`src/rtl/expand_mask_pkg.sv`:
```
// expand_mask_pkg: ML-DSA-87 ExpandMask parameters, FSM state type and coefficient mapping
package expand_mask_pkg;
    localparam int L                    = 7;
    localparam int GAMMA1               = 19;
    localparam int COEFF_BIT_LEN        = 20;
    localparam int WORD_WIDTH           = 64;
    localparam int COEFF_WIDTH          = 24;
    localparam int COEFF_PER_WORD       = 4;
    localparam int NTT_ADDR_WIDTH       = 12;
    localparam int VECTOR_Y_BASE_OFFSET = 0;
    localparam int SEED_WORDS           = 8;
    localparam int WORDS_PER_POLY       = 80;
    localparam int WRITES_PER_POLY      = 64;
    localparam int GROUP_BITS           = COEFF_BIT_LEN * COEFF_PER_WORD;
    localparam int BUF_WIDTH            = GROUP_BITS + WORD_WIDTH;
    localparam int RAM_WIDTH            = COEFF_WIDTH * COEFF_PER_WORD;

    typedef enum logic [2:0] {
        S_IDLE,
        S_LOAD,
        S_RST_SPONGE,
        S_ABSORB,
        S_SQUEEZE,
        S_DONE
    } state_t;

    // y = gamma1 - raw, two's complement in COEFF_WIDTH bits
    function automatic logic [COEFF_WIDTH-1:0] to_coeff(input logic [COEFF_BIT_LEN-1:0] raw);
        return COEFF_WIDTH'(1 << GAMMA1) - COEFF_WIDTH'(raw);
    endfunction
endpackage

```
`src/rtl/expand_mask_bit_unpacker.sv`:
```
// expand_mask_bit_unpacker: LSB-first bit buffer turning 64b sponge words into groups of 4 signed coeffs
// clk/rst   clock, async active-high reset
// clr       synchronous flush between polys
// push/data accept one 64b word (only when can_push)
// pop       consume one 80b group (only when can_pop)
// coeffs    4 x 24b coefficients decoded from the oldest 80 bits
module expand_mask_bit_unpacker
    import expand_mask_pkg::*;
(
    input  logic                  clk,
    input  logic                  rst,
    input  logic                  clr,
    input  logic                  push,
    input  logic                  pop,
    input  logic [WORD_WIDTH-1:0] data,
    output logic                  can_push,
    output logic                  can_pop,
    output logic [RAM_WIDTH-1:0]  coeffs
);
    logic [BUF_WIDTH-1:0] bits_q, kept;
    logic [7:0]           cnt_q, base;

    always_comb begin
        kept = pop ? bits_q >> GROUP_BITS : bits_q;
        base = pop ? cnt_q - 8'(GROUP_BITS) : cnt_q;
    end

    // a push is only allowed with <=80 bits held, so the new word always fits above the kept bits
    always_ff @(posedge clk or posedge rst) begin
        if (rst) begin
            bits_q <= '0;
            cnt_q  <= '0;
        end else if (clr) begin
            bits_q <= '0;
            cnt_q  <= '0;
        end else begin
            bits_q <= push ? kept | (BUF_WIDTH'(data) << base) : kept;
            cnt_q  <= base + (push ? 8'(WORD_WIDTH) : 8'd0);
        end
    end

    assign can_push = cnt_q <= 8'(BUF_WIDTH - WORD_WIDTH);
    assign can_pop  = cnt_q >= 8'(GROUP_BITS);

    for (genvar j = 0; j < COEFF_PER_WORD; j++) begin : g_coeff
        assign coeffs[j*COEFF_WIDTH +: COEFF_WIDTH] = to_coeff(bits_q[j*COEFF_BIT_LEN +: COEFF_BIT_LEN]);
    end
endmodule

```
`src/rtl/expand_mask.sv`:
```
// expand_mask: ML-DSA ExpandMask, drives an external SHAKE256 sponge and writes vector y into RAM
// clk/rst            clock, async active-high reset
// start/mu/rho       start pulse with counter mu, then 8 seed words on consecutive cycles
// done               one-cycle pulse after the final RAM write
// *_vector_y         RAM port A write (4 coeffs per word, addr = base + r*64 + k)
// absorb_next_poly   one-cycle sponge soft reset before each poly
// shake_data_in, in_valid, in_last, last_len, in_ready   absorb handshake
// shake_data_out, out_valid, out_ready                    squeeze handshake
// cache_rd/cache_wr  sponge state cache controls, unused
module expand_mask
    import expand_mask_pkg::*;
(
    input  logic                      clk,
    input  logic                      rst,
    input  logic                      start,
    input  logic [WORD_WIDTH-1:0]     rho,
    input  logic [15:0]               mu,
    output logic                      done,
    output logic                      we_vector_y,
    output logic [NTT_ADDR_WIDTH-1:0] addr_vector_y,
    output logic [RAM_WIDTH-1:0]      din_vector_y,
    output logic                      absorb_next_poly,
    output logic [WORD_WIDTH-1:0]     shake_data_in,
    output logic                      in_valid,
    output logic                      in_last,
    output logic [6:0]                last_len,
    output logic                      cache_rd,
    output logic                      cache_wr,
    output logic                      out_ready,
    input  logic [WORD_WIDTH-1:0]     shake_data_out,
    input  logic                      out_valid,
    input  logic                      in_ready
);
    state_t                state;
    logic [WORD_WIDTH-1:0] seed [SEED_WORDS];
    logic [15:0]           mu_q, ctr;
    logic [2:0]            ld_cnt, r;
    logic [3:0]            abs_cnt;
    logic [6:0]            sq_cnt;
    logic [5:0]            k;
    logic                  can_push, can_pop, push, pop;
    logic [RAM_WIDTH-1:0]  coeffs;

    assign ctr              = mu_q + 16'(r);
    assign in_valid         = state == S_ABSORB;
    assign in_last          = in_valid && abs_cnt == 4'(SEED_WORDS);
    assign last_len         = in_last ? 7'd16 : 7'd0;
    assign shake_data_in    = !in_valid ? '0 : in_last ? {48'b0, ctr} : seed[abs_cnt[2:0]];
    assign absorb_next_poly = state == S_RST_SPONGE;
    assign out_ready        = state == S_SQUEEZE && sq_cnt < 7'(WORDS_PER_POLY) && can_push;
    assign push             = out_ready && out_valid;
    assign pop              = state == S_SQUEEZE && can_pop;
    assign cache_rd         = 1'b0;
    assign cache_wr         = 1'b0;

    expand_mask_bit_unpacker u_unpack (
        .clk      (clk),
        .rst      (rst),
        .clr      (absorb_next_poly),
        .push     (push),
        .pop      (pop),
        .data     (shake_data_out),
        .can_push (can_push),
        .can_pop  (can_pop),
        .coeffs   (coeffs)
    );

    always_ff @(posedge clk or posedge rst) begin
        if (rst) begin
            state         <= S_IDLE;
            for (int i = 0; i < SEED_WORDS; i++) seed[i] <= '0;
            mu_q          <= '0;
            ld_cnt        <= '0;
            r             <= '0;
            abs_cnt       <= '0;
            sq_cnt        <= '0;
            k             <= '0;
            done          <= 1'b0;
            we_vector_y   <= 1'b0;
            addr_vector_y <= '0;
            din_vector_y  <= '0;
        end else begin
            done        <= 1'b0;
            we_vector_y <= 1'b0;
            case (state)
                S_IDLE: if (start) begin
                    state  <= S_LOAD;
                    mu_q   <= mu;
                    ld_cnt <= '0;
                    r      <= '0;
                end
                S_LOAD: begin
                    seed[ld_cnt] <= rho;
                    ld_cnt       <= ld_cnt + 3'd1;
                    if (ld_cnt == 3'(SEED_WORDS - 1)) state <= S_RST_SPONGE;
                end
                S_RST_SPONGE: begin
                    abs_cnt <= '0;
                    sq_cnt  <= '0;
                    k       <= '0;
                    state   <= S_ABSORB;
                end
                S_ABSORB: if (in_ready) begin
                    abs_cnt <= abs_cnt + 4'd1;
                    if (in_last) state <= S_SQUEEZE;
                end
                S_SQUEEZE: begin
                    if (push) sq_cnt <= sq_cnt + 7'd1;
                    if (pop) begin
                        we_vector_y   <= 1'b1;
                        addr_vector_y <= NTT_ADDR_WIDTH'(VECTOR_Y_BASE_OFFSET) + NTT_ADDR_WIDTH'({r, k});
                        din_vector_y  <= coeffs;
                        k             <= k + 6'd1;
                        // 64 groups of 80 bits consume exactly the 80 squeezed words
                        if (k == 6'(WRITES_PER_POLY - 1)) begin
                            r     <= r + 3'd1;
                            state <= r == 3'(L - 1) ? S_DONE : S_RST_SPONGE;
                        end
                    end
                end
                S_DONE: begin
                    done  <= 1'b1;
                    state <= S_IDLE;
                end
                default: state <= S_IDLE;
            endcase
        end
    end
endmodule

```
`config.mk`:
```
export PLATFORM = sky130hd
export DESIGN_NAME = expand_mask
export DESIGN_NICKNAME = d
export VERILOG_FILES = /design/src/rtl/expand_mask_pkg.sv /design/src/rtl/expand_mask_bit_unpacker.sv /design/src/rtl/expand_mask.sv
export SDC_FILE = /design/constraint.sdc
export NUM_CORES = 2
export LEC_CHECK = 0
export CAP_MARGIN = 10
export CORE_ASPECT_RATIO = 0.75
export CORE_MARGIN = 2
export CORE_UTILIZATION = 60
export CTS_BUF_LIST = sky130_fd_sc_hd__clkbuf_16
export DETAILED_ROUTE_END_ITERATION = 7
export PLACE_DENSITY = 0.83
export SYNTH_ARGS = -nofsm -noshare
export SYNTH_HDL_FRONTEND = slang
export SYNTH_SLANG_ARGS = --single-unit
```
`constraint.sdc`:
```
create_clock -name clk -period 60.5 [get_ports clk]
set_input_delay 6.05 -clock clk [delete_from_list [all_inputs] [get_ports clk]]
set_output_delay 6.05 -clock clk [all_outputs]
set_load 0.03 [all_outputs]
```
==> run_results.csv <==
group,metric,value,unit
sta,tightest_slew,1.28,ns
final_layout,nets,3355,
sta,maxSlewViolCount,0,
logic_synthesis,synthArstFlopShare,100,%
hold_path,min-delay-start,"din_vector_y[29]$_DFFE_PP0P_",
final_layout,instances_no_fill,4109,
drt,dr.pass1.iters,6,
die,start_util,60.9,%
logic_synthesis,synthCells,2964,
drt,dr.first_iter.drc_count,2606,
logic_synthesis,synth-seq-area-share,52.5,%
power,power_switching,0.000703,W
placement,dp.cells,3956,
worst_setup_path,cp-start-kind,"flip-flop",
worst_setup_path,cp.arrival,4.99,ns
drt,wl_per_cell,25.0,µm
grt,grt_usage,31.7,%
worst_setup_path,cpPeakStageDelay,0.92,ns
clocking,path_clk_slew,0.06,ns
sta,finalHoldViolations,0,
die,dieArea,65400,µm²
hold_path,min_path_type,"reg2reg",
drt,drc,0,
clocking,cts_resized,0,
power,p_sw_share,33.7,%
drt,routed_wl,103000,µm
sta,final.period_utilization,18.3,%
final_layout,post-route-util,70.8,%
logic_synthesis,ys_seq_elements,797,
sta,worst_clock_skew,0.0358,ns
worst_setup_path,worstPathRequired,54.45,ns
clocking,clock_path_buffers,3,
power,seqPwrFrac,40.5,%
sta,period_needed,11.04,ns
outcome,status,"complete, no violations",
clocking,cts_tree,"yes",
power,vdd_ir_drop_max,0.0358,mV
logic_synthesis,ys_warn_count,0,
clocking,htree_levels,3,
power,p_leak,19.2,nW
power,internal_power,0.00139,W
sta,final-setup-viol-count,0,
clocking,clock-root-buffer,"clkbuf_16",
worst_setup_path,cpMaxStageDelayCell,"buf_4",
die,num_rows,79,
die,io_pins,336,
die,die_w,295,µm
worst_setup_path,critPathCaptureType,"output pin",
run,maxCapViolCount,0,
sta,rsz0062_at_grt,"no",
grt,grt_overflow,0,
grt,grt_pass1_vias,27400,
worst_setup_path,crit_family,"buffers and inverters",
sta,setup_tns,0,ns
logic_synthesis,synth_edf_count,0,
worst_setup_path,path_cells,"buf_4 -> buf_4 -> mux4_2 -> mux2i_1 -> nor2_1 -> clkdlybuf4s50_1",
logic_synthesis,synth_area,38000,µm²
worst_setup_path,worstSetupPathType,"reg2out",
clocking,post_cts_buffers,0,
logic_synthesis,ys.flop_type,"dfrtp_1",
final_layout,fillers,4087,
power,p_clk_share,22.4,%
final_layout,area_growth,16.1,%
worst_setup_path,critPathLaunch,"abs_cnt[0]$_DFFE_PP0P_",
worst_setup_path,cp_max_fo,51,
clocking,cts_hold_buf,0,
die,fp.dieH,222,µm
clocking,clock-sinks,797,
grt,grt_pass1_wl,161000,µm
die,fp.coreArea,62400,µm²
worst_setup_path,r2r_start,"state[0]$_DFFE_PP0P_",
placement,gp_congestion,0.984,
placement,dpl.hpwl,64900,µm
logic_synthesis,syn-mean-instance-area,12.8,µm²
clocking,numCtsBuffers,78,
worst_setup_path,crit_top_cell,"buf_4",
clocking,clock_latency,0.66,ns
placement,port_buffers,324,
grt,antenna_found_initial,11,
final_layout,layout-drive-gt1-share,26.2,%
drt,via_per_inst,6.43,
drt,ant_nets,0,
drt,vias,26400,
sta,max_freq,0.0906,GHz
grt,grt_max_degree,197,
logic_synthesis,synth_cell_types,72,
power,p_comb_share,37.1,%
sta,max-slew-margin-rel,14.8,%
worst_setup_path,worst-path-buf-inv,3,
power,powerDensity,47.3,nW/µm²
[stage by stage]
stage                     setup slack (ns)  hold slack [ns]  area, µm²  total power (W)
after floorplan                      32.07            0.455      38000          0.00140
after global placement               49.95            0.454      41700          0.00157
after detailed placement             49.69            0.464      41700          0.00162
after CTS                            49.30            0.478      44100          0.00209
after global routing                 49.01            0.502      44100          0.00219
final                                49.46            0.473      44100          0.00209
[registers in the layout, indices dropped and copies added, names as in the netlist, 6 cells and up]
signal / flops
seed: 512
din_vector_y: 84
u_unpack.bits_q: 144
k: 6
mu_q: 16
addr_vector_y: 9
sq_cnt: 7
[metal layers]
layer | wire length [µm] | up-vias | GRT usage [%]
li1 | - | 11300 | -
met1 | 42300 | 13600 | 44.1
met2 | 48000 | 1226 | 48.5
met3 | 9510 | 236 | 8.99
met4 | 2980 | 4 | 10.5
met5 | 31 | - | 0
[synthesized netlist by cell type (3+ instances only)]
master    instances  area share [%]
mux2_2          544              16
ha_1             18            0.59
o22a_1           14            0.32
o21ai_1           5           0.066
nor2_1          152             1.5
and3_1            6           0.099
a21o_1            6            0.12
nor3_1           24            0.32
o31ai_1           6            0.12
a22o_1            3           0.069
buf_1            14            0.14
a211oi_1         20            0.40
mux4_2          128             7.6
nand2_1         319             3.2
and2_1            3           0.049
nand4_1          24            0.40
clkbuf_1        117             1.2
a21oi_1          12            0.16
nor2b_1          12            0.20
a22oi_1          48            0.95
a31oi_1          17            0.28
dfrtp_1         797              52
o221ai_1         97             2.2
nor3b_1           6            0.12
or4_1             4           0.079
mux2i_1         152             4.0
or3_1            16            0.26
nand3_1          20            0.26
o21ai_0         113             1.5
xnor2_1          35            0.81
inv_1            20            0.20
nor4_1           12            0.20
buf_2            56            0.74
nand2b_1         12            0.20
buf_4            35            0.69
xor2_1           50             1.2
[cells by family after synthesis]
logic type               Yosys count  share of synthesized area (%)
AO/OA/AOI/OAI                    361                           6.74
flip-flops                       797                           52.5
AND/OR/NAND/NOR                  630                           7.41
buffers and inverters            246                           2.98
adder cells (fa/ha/maj)           19                          0.645
multiplexers                     825                           27.8
XOR/XNOR                          85                           1.96
other                              1                        0.00987
[cells in the final DEF, fill, tap and decap left out, types with 48 or more instances in the layout]
| cell | count |
|---|---|
| clkdlybuf4s50_1 | 324 |
| nor2_1 | 152 |
| o21ai_0 | 113 |
| clkbuf_16 | 78 |
| mux2_2 | 544 |
| xor2_1 | 50 |
| o221ai_1 | 97 |
| dfrtp_1 | 794 |
| a22oi_1 | 48 |
| mux2i_1 | 152 |
| nand2_1 | 314 |
| mux4_2 | 128 |
[layout make-up]
cell class | instances | area, µm² | share of cell area [%]
multi-input combinational | 1931 | 17000 | 38.6
inverter | 23 | 93.8 | 0.213
timing repair buffer | 356 | 3530 | 7.99
antenna | 9 | 22.5 | 0.0510
tap | 850 | 1060 | 2.41
clock buffer | 78 | 1950 | 4.42
clock inverter | 65 | 480 | 1.09
sequential | 797 | 20000 | 45.2
[power groups by stage]
| stage | sequential, W | combinational (W) | clock (W) |
|---|---|---|---|
| 2_1_floorplan | 0.000796 | 0.000599 | 0 |
| 3_3_place_gp | 0.000829 | 0.000741 | 0 |
| 3_5_place_dp | 0.000847 | 0.000770 | 0 |
| 4_1_cts | 0.000843 | 0.000778 | 0.000470 |
| 5_1_grt | 0.000865 | 0.000829 | 0.000496 |
| 6_report | 0.000846 | 0.000775 | 0.000467 |
[worst min-delay path: stages (launching register included)]
cell and delay, ns:
dfrtp_1 0.34, nand2_1 0.05, nand2_1 0.05
[final timing paths]
kind	endpoint	slack, ns	cells past startpoint
setup / recovery	shake_data_in[58]	49.46	6
hold / removal	din_vector_y[29]$_DFFE_PP0P_	0.47	2
setup reg to reg	u_unpack.bits_q[83]$_DFF_PP0_	56.19	7
hold reg to reg	din_vector_y[29]$_DFFE_PP0P_	0.47	2
max in group asynchronous	seed[157]$_DFFE_PP0P_	50.47	6
min in group asynchronous	mu_q[2]$_DFFE_PP0P_	5.90	2
(Power assumes the default switching activity.)
